==> src/rtl/mole_sequencer.sv <==
// rtl/mole_sequencer.sv - whack-a-mole game sequencer (optional strike limit via MOLE_SEQ_STRIKE_LIMIT_EN)
module mole_sequencer #(
  parameter int unsigned UP_CYCLES  = 50000000,
  parameter int unsigned GAP_CYCLES = 25000000
) (
  input  logic       clk,
  input  logic       rst,
  input  logic       start,
  input  logic [3:0] btn,
  output logic [3:0] mole,
  output logic       hit,
  output logic       miss,
  output logic [7:0] score,
  output logic       busy,
  output logic       game_over
);

  typedef enum logic [1:0] {
    S_IDLE = 2'd0,
    S_GAP  = 2'd1,
    S_UP   = 2'd2,
    S_DONE = 2'd3
  } state_t;

  localparam logic [25:0] GAP_LAST = 26'(GAP_CYCLES - 1);
  localparam logic [25:0] UP_LAST  = 26'(UP_CYCLES - 1);

  state_t      state_q, state_d;
  logic [25:0] timer_q, timer_d;
  logic [7:0]  lfsr_q, lfsr_d;
  logic [3:0]  btn_q, btn_d;
  logic [3:0]  mole_q, mole_d;
  logic        hit_q, hit_d;
  logic        miss_q, miss_d;
  logic [7:0]  score_q, score_d;
  logic        busy_q, busy_d;
  logic [3:0]  press;
  logic        miss_event;
`ifdef MOLE_SEQ_STRIKE_LIMIT_EN
  logic [1:0]  strikes_q, strikes_d;
  logic        game_over_q, game_over_d;
`endif

  // Next-state logic: press edge detect, LFSR step, game state machine
  always_comb begin
    press      = btn & ~btn_q;
    btn_d      = btn;
    // x^8+x^6+x^5+x^4+1, shifted left; a non-zero seed never decays to zero
    lfsr_d     = {lfsr_q[6:0], lfsr_q[7] ^ lfsr_q[5] ^ lfsr_q[4] ^ lfsr_q[3]};
    state_d    = state_q;
    timer_d    = timer_q;
    mole_d     = mole_q;
    hit_d      = 1'b0;
    miss_d     = 1'b0;
    score_d    = score_q;
    miss_event = 1'b0;
`ifdef MOLE_SEQ_STRIKE_LIMIT_EN
    strikes_d  = strikes_q;
`endif

    case (state_q)
      S_IDLE: begin
        if (start) begin
          state_d   = S_GAP;
          timer_d   = 26'd0;
          score_d   = 8'd0;
`ifdef MOLE_SEQ_STRIKE_LIMIT_EN
          strikes_d = 2'd0;
`endif
        end
      end
      S_GAP: begin
        if (timer_q == GAP_LAST) begin
          state_d = S_UP;
          timer_d = 26'd0;
          mole_d  = 4'b0001 << lfsr_q[1:0];
        end else begin
          timer_d = timer_q + 26'd1;
        end
      end
      S_UP: begin
        if (press != 4'd0) begin
          // mole is one-hot, so "nothing outside mole" means exactly the lit hole
          if ((press & ~mole_q) == 4'd0) begin
            hit_d   = 1'b1;
            score_d = (score_q == 8'hFF) ? score_q : score_q + 8'd1;
            state_d = S_GAP;
            timer_d = 26'd0;
            mole_d  = 4'd0;
          end else begin
            miss_event = 1'b1;
          end
        end else if (timer_q == UP_LAST) begin
          miss_event = 1'b1;
        end else begin
          timer_d = timer_q + 26'd1;
        end
      end
`ifdef MOLE_SEQ_STRIKE_LIMIT_EN
      S_DONE: begin
        if (start) begin
          state_d   = S_GAP;
          timer_d   = 26'd0;
          score_d   = 8'd0;
          strikes_d = 2'd0;
        end
      end
`endif
      default: begin
        state_d = S_IDLE;
        timer_d = 26'd0;
        mole_d  = 4'd0;
      end
    endcase

    if (miss_event) begin
      miss_d  = 1'b1;
      mole_d  = 4'd0;
      timer_d = 26'd0;
      state_d = S_GAP;
`ifdef MOLE_SEQ_STRIKE_LIMIT_EN
      if (strikes_q == 2'd2) begin
        state_d = S_DONE;
      end
      strikes_d = strikes_q + 2'd1;
`endif
    end

    busy_d = (state_d != S_IDLE);
`ifdef MOLE_SEQ_STRIKE_LIMIT_EN
    game_over_d = (state_d == S_DONE);
`endif
  end

  // State and registered outputs, synchronous reset
  always_ff @(posedge clk) begin
    if (rst) begin
      state_q <= S_IDLE;
      timer_q <= 26'd0;
      lfsr_q  <= 8'hA5;
      btn_q   <= 4'd0;
      mole_q  <= 4'd0;
      hit_q   <= 1'b0;
      miss_q  <= 1'b0;
      score_q <= 8'd0;
      busy_q  <= 1'b0;
`ifdef MOLE_SEQ_STRIKE_LIMIT_EN
      strikes_q   <= 2'd0;
      game_over_q <= 1'b0;
`endif
    end else begin
      state_q <= state_d;
      timer_q <= timer_d;
      lfsr_q  <= lfsr_d;
      btn_q   <= btn_d;
      mole_q  <= mole_d;
      hit_q   <= hit_d;
      miss_q  <= miss_d;
      score_q <= score_d;
      busy_q  <= busy_d;
`ifdef MOLE_SEQ_STRIKE_LIMIT_EN
      strikes_q   <= strikes_d;
      game_over_q <= game_over_d;
`endif
    end
  end

  assign mole  = mole_q;
  assign hit   = hit_q;
  assign miss  = miss_q;
  assign score = score_q;
  assign busy  = busy_q;
`ifdef MOLE_SEQ_STRIKE_LIMIT_EN
  assign game_over = game_over_q;
`else
  assign game_over = 1'b0;
`endif

endmodule
==> config.mk <==
export PLATFORM = sky130hd
export DESIGN_NAME = mole_sequencer
export DESIGN_NICKNAME = d
export VERILOG_FILES = /design/src/rtl/mole_sequencer.sv
export SDC_FILE = /design/constraint.sdc
export NUM_CORES = 1
export LEC_CHECK = 0
export CAP_MARGIN = 20
export CORE_MARGIN = 5
export CORE_UTILIZATION = 40
export CTS_BUF_LIST = sky130_fd_sc_hd__clkbuf_16
export CTS_CLUSTER_SIZE = 30
export DETAILED_ROUTE_END_ITERATION = 10
export SYNTH_ARGS = -nofsm -noshare
export SYNTH_HDL_FRONTEND = slang
export SYNTH_SLANG_ARGS = --single-unit
==> constraint.sdc <==
create_clock -name clk -period 6.7 [get_ports clk]
set_input_delay 1.005 -clock clk [delete_from_list [all_inputs] [get_ports clk]]
set_output_delay 1.005 -clock clk [all_outputs]
set_load 0.01 [all_outputs]
==> impl_metrics.toml, run 1 <==
[outcome]
status = "complete, no violations"

[clock_tree]
clk_latency_ns = 0.30
cts_tree = "yes"
htree_levels = 2
cts_num_sinks = 55
cts.root.buffer_cell = "clkbuf_16"
ctsHoldBuffers = 0
cts_setup_buffers = 0
cts_buffer_depth = 2
clk_pin_slew_worst_paths_ns = 0.07
cts.repair.resized = 0
numCtsBuffers = 5

[logic_synthesis]
synth-edff-count = 0
synth_xor_area_frac = 0.0811
synth-seq-cells = 55
synthAdderAreaFrac = 0.0278
mappedNetlistArea_um2 = 2700
synth_compound_area_frac = 0.0931
synth_top_family_by_area = "simple AND/OR/NAND/NOR gates"
yosysMostFrequentCell = "dfxtp_1"
syn-instance-count = 311
syn_nets = 324
muxShareOfSynthArea = 0.0185
synth-simple-area-share = 0.343
synth_commonest_cells = "55 x dfxtp_1, 38 x nor2_1, 23 x nand2_1"
synth_top_area_frac = 0.408
async_flop_share = 0
synth_top_area_cell = "dfxtp_1"
synth.yosys.seq_area_share = 0.408
ys_types = 51
yosysWarningCount = 0
yosys-top-cells-area = "dfxtp_1 41%, nor2_1 5.3%, xor2_1 4.5%"
synth_ff_type = "dfxtp_1"
avgSynthCellArea_um2 = 8.69

[setup_path]
worst_ep_required_time_ns = 6.92
crit_arrival_ns = 3.47
crit_fanout = 7
setup.worst_path.start_class = "input pin"
endpoint_kind = "flip-flop"
path_class = "in2reg"

[timing]
worst_slew_pin_slew_ns = 0.986
drv_slew = 0
worst_slack_ns = 3.45
max_freq_mhz = 308
hold_viol_final = 0
tns_ns = 0
setup_viol = 0
fin_crit_ns = 3.25
max_slew_margin = 0.342
rsz0062_at_grt = "no"
finClkSkew_ns = 0.00929
final.period_utilization = 0.485

[power]
design_power_total_mw = 0.697
clkPwrFrac = 0.430
netSwitchingFraction = 0.228
vdd_ir_drop_max_mv = 0.117
internal_power_mw = 0.538
pwr-share-seq = 0.491
p_leak_nw = 1.08
switching_power_mw = 0.159
p_comb_frac = 0.079
p_per_area_nw_per_um2 = 222

[die]
io_pins = 23
initial_core_util = 0.404
rows = 30
die_h_um = 92.2
dieArea_um2 = 8500
chipWidth_um = 92.2
core_area_um2 = 6680

[routing]
initialDrtViolationCount = 113
drc = 0
drtAntennaViolNets = 0
wl_per_cell_um = 14.0
avgViaCountPerCell = 5.35
dr_total_vias = 2204
drtPass1Iterations = 4
routed_wl_mm = 5.76

[placed_design]
place.detailed.hpwl_mm = 4.17
place.gp.congestion = 0.822
port_buffers = 21
dpl.cell_count = 404
place_ws_ns = 3.14

[final_layout]
nFillCells = 655
nNetsFinal = 344
postLayoutCoreUtil = 0.470
syn_to_final_growth_pct = 16.2
layout-drive-gt1-share = 0.0813
num_antenna_cells = 0
final_cells = 412

[global_route]
grtUsageTotal = 0.138
overflow = 0
grt_pass1_wl_mm = 9.47
antenna_found_initial = 0
grt_pass1_vias = 2048
grt_max_degree = 25

[job]
maxCapViolations = 0

[min_path]
worst_hold_path_type = "reg2reg"
==> final timing paths <==
check,slack (ns),end,from,cells past startpoint
worst max register to register,3.74,timer_q[18]$_SDFFE_PP0P_,timer_q[15]$_SDFFE_PP0P_,6
worst min register to register,0.42,lfsr_q[7]$_SDFF_PP1_,lfsr_q[6]$_SDFF_PP0_,1
worst min-delay path,0.42,lfsr_q[7]$_SDFF_PP1_,lfsr_q[6]$_SDFF_PP0_,1
worst max-delay path,3.45,timer_q[25]$_SDFFE_PP0P_,start,7
==> cell families after synthesis <==
logic type,Yosys count
AOI/OAI and AO/OA,39
muxes,5
xor gates and xnor gates,25
other,1
adders and majority gates,6
DFF,55
buffers and inverters,15
and+or+nand+nor,165
==> final cells by class <==
type,count,area [µm²],share of cell area
Multi-Input combinational cell,241,1530,0.486
Sequential cell,55,1100,0.351
Timing Repair Buffer,22,218,0.0694
Clock buffer,5,125,0.0399
Tap cell,80,100,0.0319
Clock inverter,3,47.5,0.0151
Inverter,6,22.5,0.00717
==> critical path, stage by stage <==
cell             delay, ns
clkdlybuf4s50_1       0.51
nand2b_1              0.31
nand4_1               0.15
nor2_1                0.42
nand4_1               0.35
or4_1                 0.58
a21oi_1               0.15
==> cell usage in the layout, fill, tap and decap left out, drive strengths merged, types with 2 or more instances in the layout <==
| cell type | synthesis | routed |
|---|---|---|
| nor2 | 38 | 38 |
| xnor2 | 11 | 11 |
| nand4 | 16 | 16 |
| mux2i | 5 | 5 |
| o21ai | 12 | 12 |
| nor3b | 7 | 7 |
| and2 | 4 | 4 |
| nor4 | 4 | 4 |
| nand3 | 13 | 13 |
| clkbuf | 5 | 5 |
| clkdlybuf4s50 | 0 | 21 |
| o31ai | 4 | 4 |
| or4b | 2 | 2 |
| inv | 6 | 7 |
| nand2b | 2 | 2 |
| and4 | 4 | 4 |
| or2b | 3 | 3 |
| nand2 | 23 | 23 |
| xor2 | 14 | 14 |
| or2 | 5 | 5 |
| nor2b | 11 | 11 |
| dfxtp | 55 | 55 |
| nor3 | 10 | 10 |
| ha | 6 | 6 |
| a21oi | 13 | 13 |
| and3 | 9 | 9 |
| or3 | 3 | 3 |
| nand4b | 2 | 2 |
| or4 | 6 | 6 |
==> sequential cells by signal (all words and copies together) (netlist names) <==
signal / flops
timer_q: 26
miss: 1
state_q: 2
mole: 4
score: 8
lfsr_q: 8
busy: 1
btn_q: 4
hit: 1
==> through the flow <==
step                      hold WS (ns)  instance area, µm²
after global placement           0.396                2970
after global routing             0.433                3140
after detailed placement         0.398                2970
final                            0.415                3140
after floorplan                  0.389                2700
after CTS                        0.419                3140
==> metal layers <==
metal  global-route usage  routed length, µm
met1                0.169               2800
met3               0.0263                174
met2                0.233               2680
met4               0.0644                106
met5                    0                  0
==> power by group through the flow <==
| stage | Clock [mW] | Sequential [mW] | Combinational (mW) |
|---|---|---|---|
| floorplan | 0 | 0.349 | 0.0389 |
| global placement | 0 | 0.350 | 0.0553 |
| detailed placement | 0 | 0.350 | 0.0558 |
| CTS | 0.310 | 0.342 | 0.0561 |
| global route | 0.322 | 0.343 | 0.0614 |
| finish | 0.300 | 0.342 | 0.0551 |
(Power assumes the default switching activity.)
==> run 2, diff against run 1 <==
- clock period: 6.7 -> 3.1 ns (I/O delays scaled with it)
==> run 2 against run 1 <==
Effect of this change: final cell count is 1.7% higher; critical path depth stayed put; via count is 3.3% higher; routed wire length is 3.0% higher; core utilization is 0.49 points higher; first-iteration DRC count is 29% lower; sequential cell count stayed put; largest power group unchanged.
==> impl_metrics.toml, run 2 (synthesis gave the netlist of run 1 again) <==
[die]
initial_core_util = 0.404
chipWidth_um = 92.2
rows = 30
die_h_um = 92.2
core_area_um2 = 6680
io_pins = 23
dieArea_um2 = 8500

[timing]
finClkSkew_ns = 0.00636
drv_slew = 0
whs_ns = 0.423
max_slew_margin = 0.502
fin_crit_ns = 2.71
tns_ns = 0
worst_slew_pin_slew_ns = 0.737
max_freq_mhz = 369
setup_viol = 0
rsz0062_at_grt = "no"
hold_viol_final = 0
final.period_utilization = 0.875

[global_route]
grt_pass1_vias = 2164
grtUsageTotal = 0.147
grt_max_degree = 25
overflow = 0
antenna_found_initial = 0
grt_pass1_wl_mm = 10.2

[clock_tree]
cts_tree = "yes"
clk_pin_slew_worst_paths_ns = 0.07
cts.root.buffer_cell = "clkbuf_16"
cts_buffer_depth = 2
numCtsBuffers = 5
cts_setup_buffers = 0
cts_num_sinks = 55
cts.repair.resized = 0
ctsHoldBuffers = 0
clk_latency_ns = 0.30
htree_levels = 2

[routing]
dr_total_vias = 2276
avgViaCountPerCell = 5.43
routed_wl_mm = 5.94
drc = 0
wl_per_cell_um = 14.2
drtAntennaViolNets = 0
drtPass1Iterations = 4
initialDrtViolationCount = 80

[final_layout]
nNetsFinal = 351
layout_common_cells = "55 x dfxtp_1, 38 x nor2_1, 23 x nand2_1, 21 x clkdlybuf4s50_1, 16 x nand4_1"
final_common_cell = "dfxtp_1"
fin_area_um2 = 3170
largest_reg_flops = 26
final_cells = 419
postLayoutCoreUtil = 0.475
layout-drive-gt1-share = 0.100
syn_to_final_growth_pct = 17.4
top_register = "timer_q"
nFillCells = 647
num_antenna_cells = 0

[power]
netSwitchingFraction = 0.246
switching_power_mw = 0.356
p_leak_nw = 1.10
internal_power_mw = 1.09
p_comb_frac = 0.089
p_per_area_nw_per_um2 = 456
pwr-share-seq = 0.511
vdd_ir_drop_max_mv = 0.183
clkPwrFrac = 0.400

[setup_path]
ff2ff_path_depth = 7
crit_fanout = 24
r2r_slack_ns = 0.39
endpoint_kind = "flip-flop"
r2r-end = "timer_q[18]$_SDFFE_PP0P_"
crit_start = "timer_q[18]$_SDFFE_PP0P_"
path_cells = "or4b_1, or4_4, or4_4, nand3_2, o21bai_2, buf_4, nor2_1"
path_class = "reg2reg"
cpMostUsedCell = "or4_4"
reg2reg_from = "timer_q[18]$_SDFFE_PP0P_"
cpPeakStageDelay_ns = 0.59
crit_arrival_ns = 2.89
setup.worst_path.start_class = "flip-flop"
path_delay_family = "simple AND/OR/NAND/NOR gates"
cp_slowest_cell = "or4_4"
worst_ep_required_time_ns = 3.28
cp.buffers_inverters = 1

[min_path]
worst_hold_path_type = "reg2reg"
whs_endpoint = "lfsr_q[7]$_SDFF_PP1_"
min_from = "lfsr_q[6]$_SDFF_PP0_"
whs_path_depth = 1

[placed_design]
place.detailed.hpwl_mm = 4.36
placed_area_um2 = 3020
dpl.cell_count = 411
port_buffers = 21
place.gp.congestion = 0.810

[job]
maxCapViolations = 0

[outcome]
status = "complete, no violations"
==> run 2: final cells by class <==
type | instances | area (µm²) | area share
Inverter | 6 | 22.5 | 0.00710
Timing Repair Buffer | 29 | 270 | 0.0852
Clock buffer | 5 | 125 | 0.0394
Multi-Input combinational cell | 241 | 1530 | 0.481
Tap cell | 80 | 100 | 0.0316
Sequential cell | 55 | 1100 | 0.347
Clock inverter | 3 | 27.5 | 0.00868
==> run 2: per-layer routing <==
layer  global-route usage  wire (µm)  part of all wire
met2                0.233       2650              0.45
met5                    0          0                 0
met3               0.0394        236             0.040
met1                0.195       2950              0.50
met4               0.0470         90             0.015
==> run 2: worst max path at each step <==
| stage | endpoint | slack (ns) | depth (start not counted) |
|---|---|---|---|
| floorplan | timer_q[25]$_SDFFE_PP0P_ | 0.68 | 7 |
| global placement | timer_q[25]$_SDFFE_PP0P_ | 0.35 | 7 |
| detailed placement | timer_q[25]$_SDFFE_PP0P_ | 0.30 | 7 |
| CTS | timer_q[18]$_SDFFE_PP0P_ | 0.38 | 7 |
| global route | timer_q[20]$_SDFFE_PP0P_ | 0.24 | 7 |
| finish | timer_q[18]$_SDFFE_PP0P_ | 0.39 | 7 |
==> run 2: metrics by stage <==
stage               setup slack (ns)  power [mW]
floorplan                      0.678       0.838
global placement               0.350       0.882
detailed placement             0.296       0.885
CTS                            0.382        1.47
global route                   0.237        1.51
finish                         0.388        1.45
==> run 2: power groups by stage <==
stage | sequential, mW | clock, mW | combinational, mW
final | 0.739 | 0.579 | 0.129
after global routing | 0.741 | 0.629 | 0.144
after CTS | 0.739 | 0.598 | 0.130
after detailed placement | 0.756 | 0 | 0.129
after global placement | 0.755 | 0 | 0.127
after floorplan | 0.754 | 0 | 0.0840
==> run 3, diff against run 2 <==
- SLEW_MARGIN: unset -> 15
==> results of run 3 <==
Final layout, timing and power as in run 2 (identical DEF).
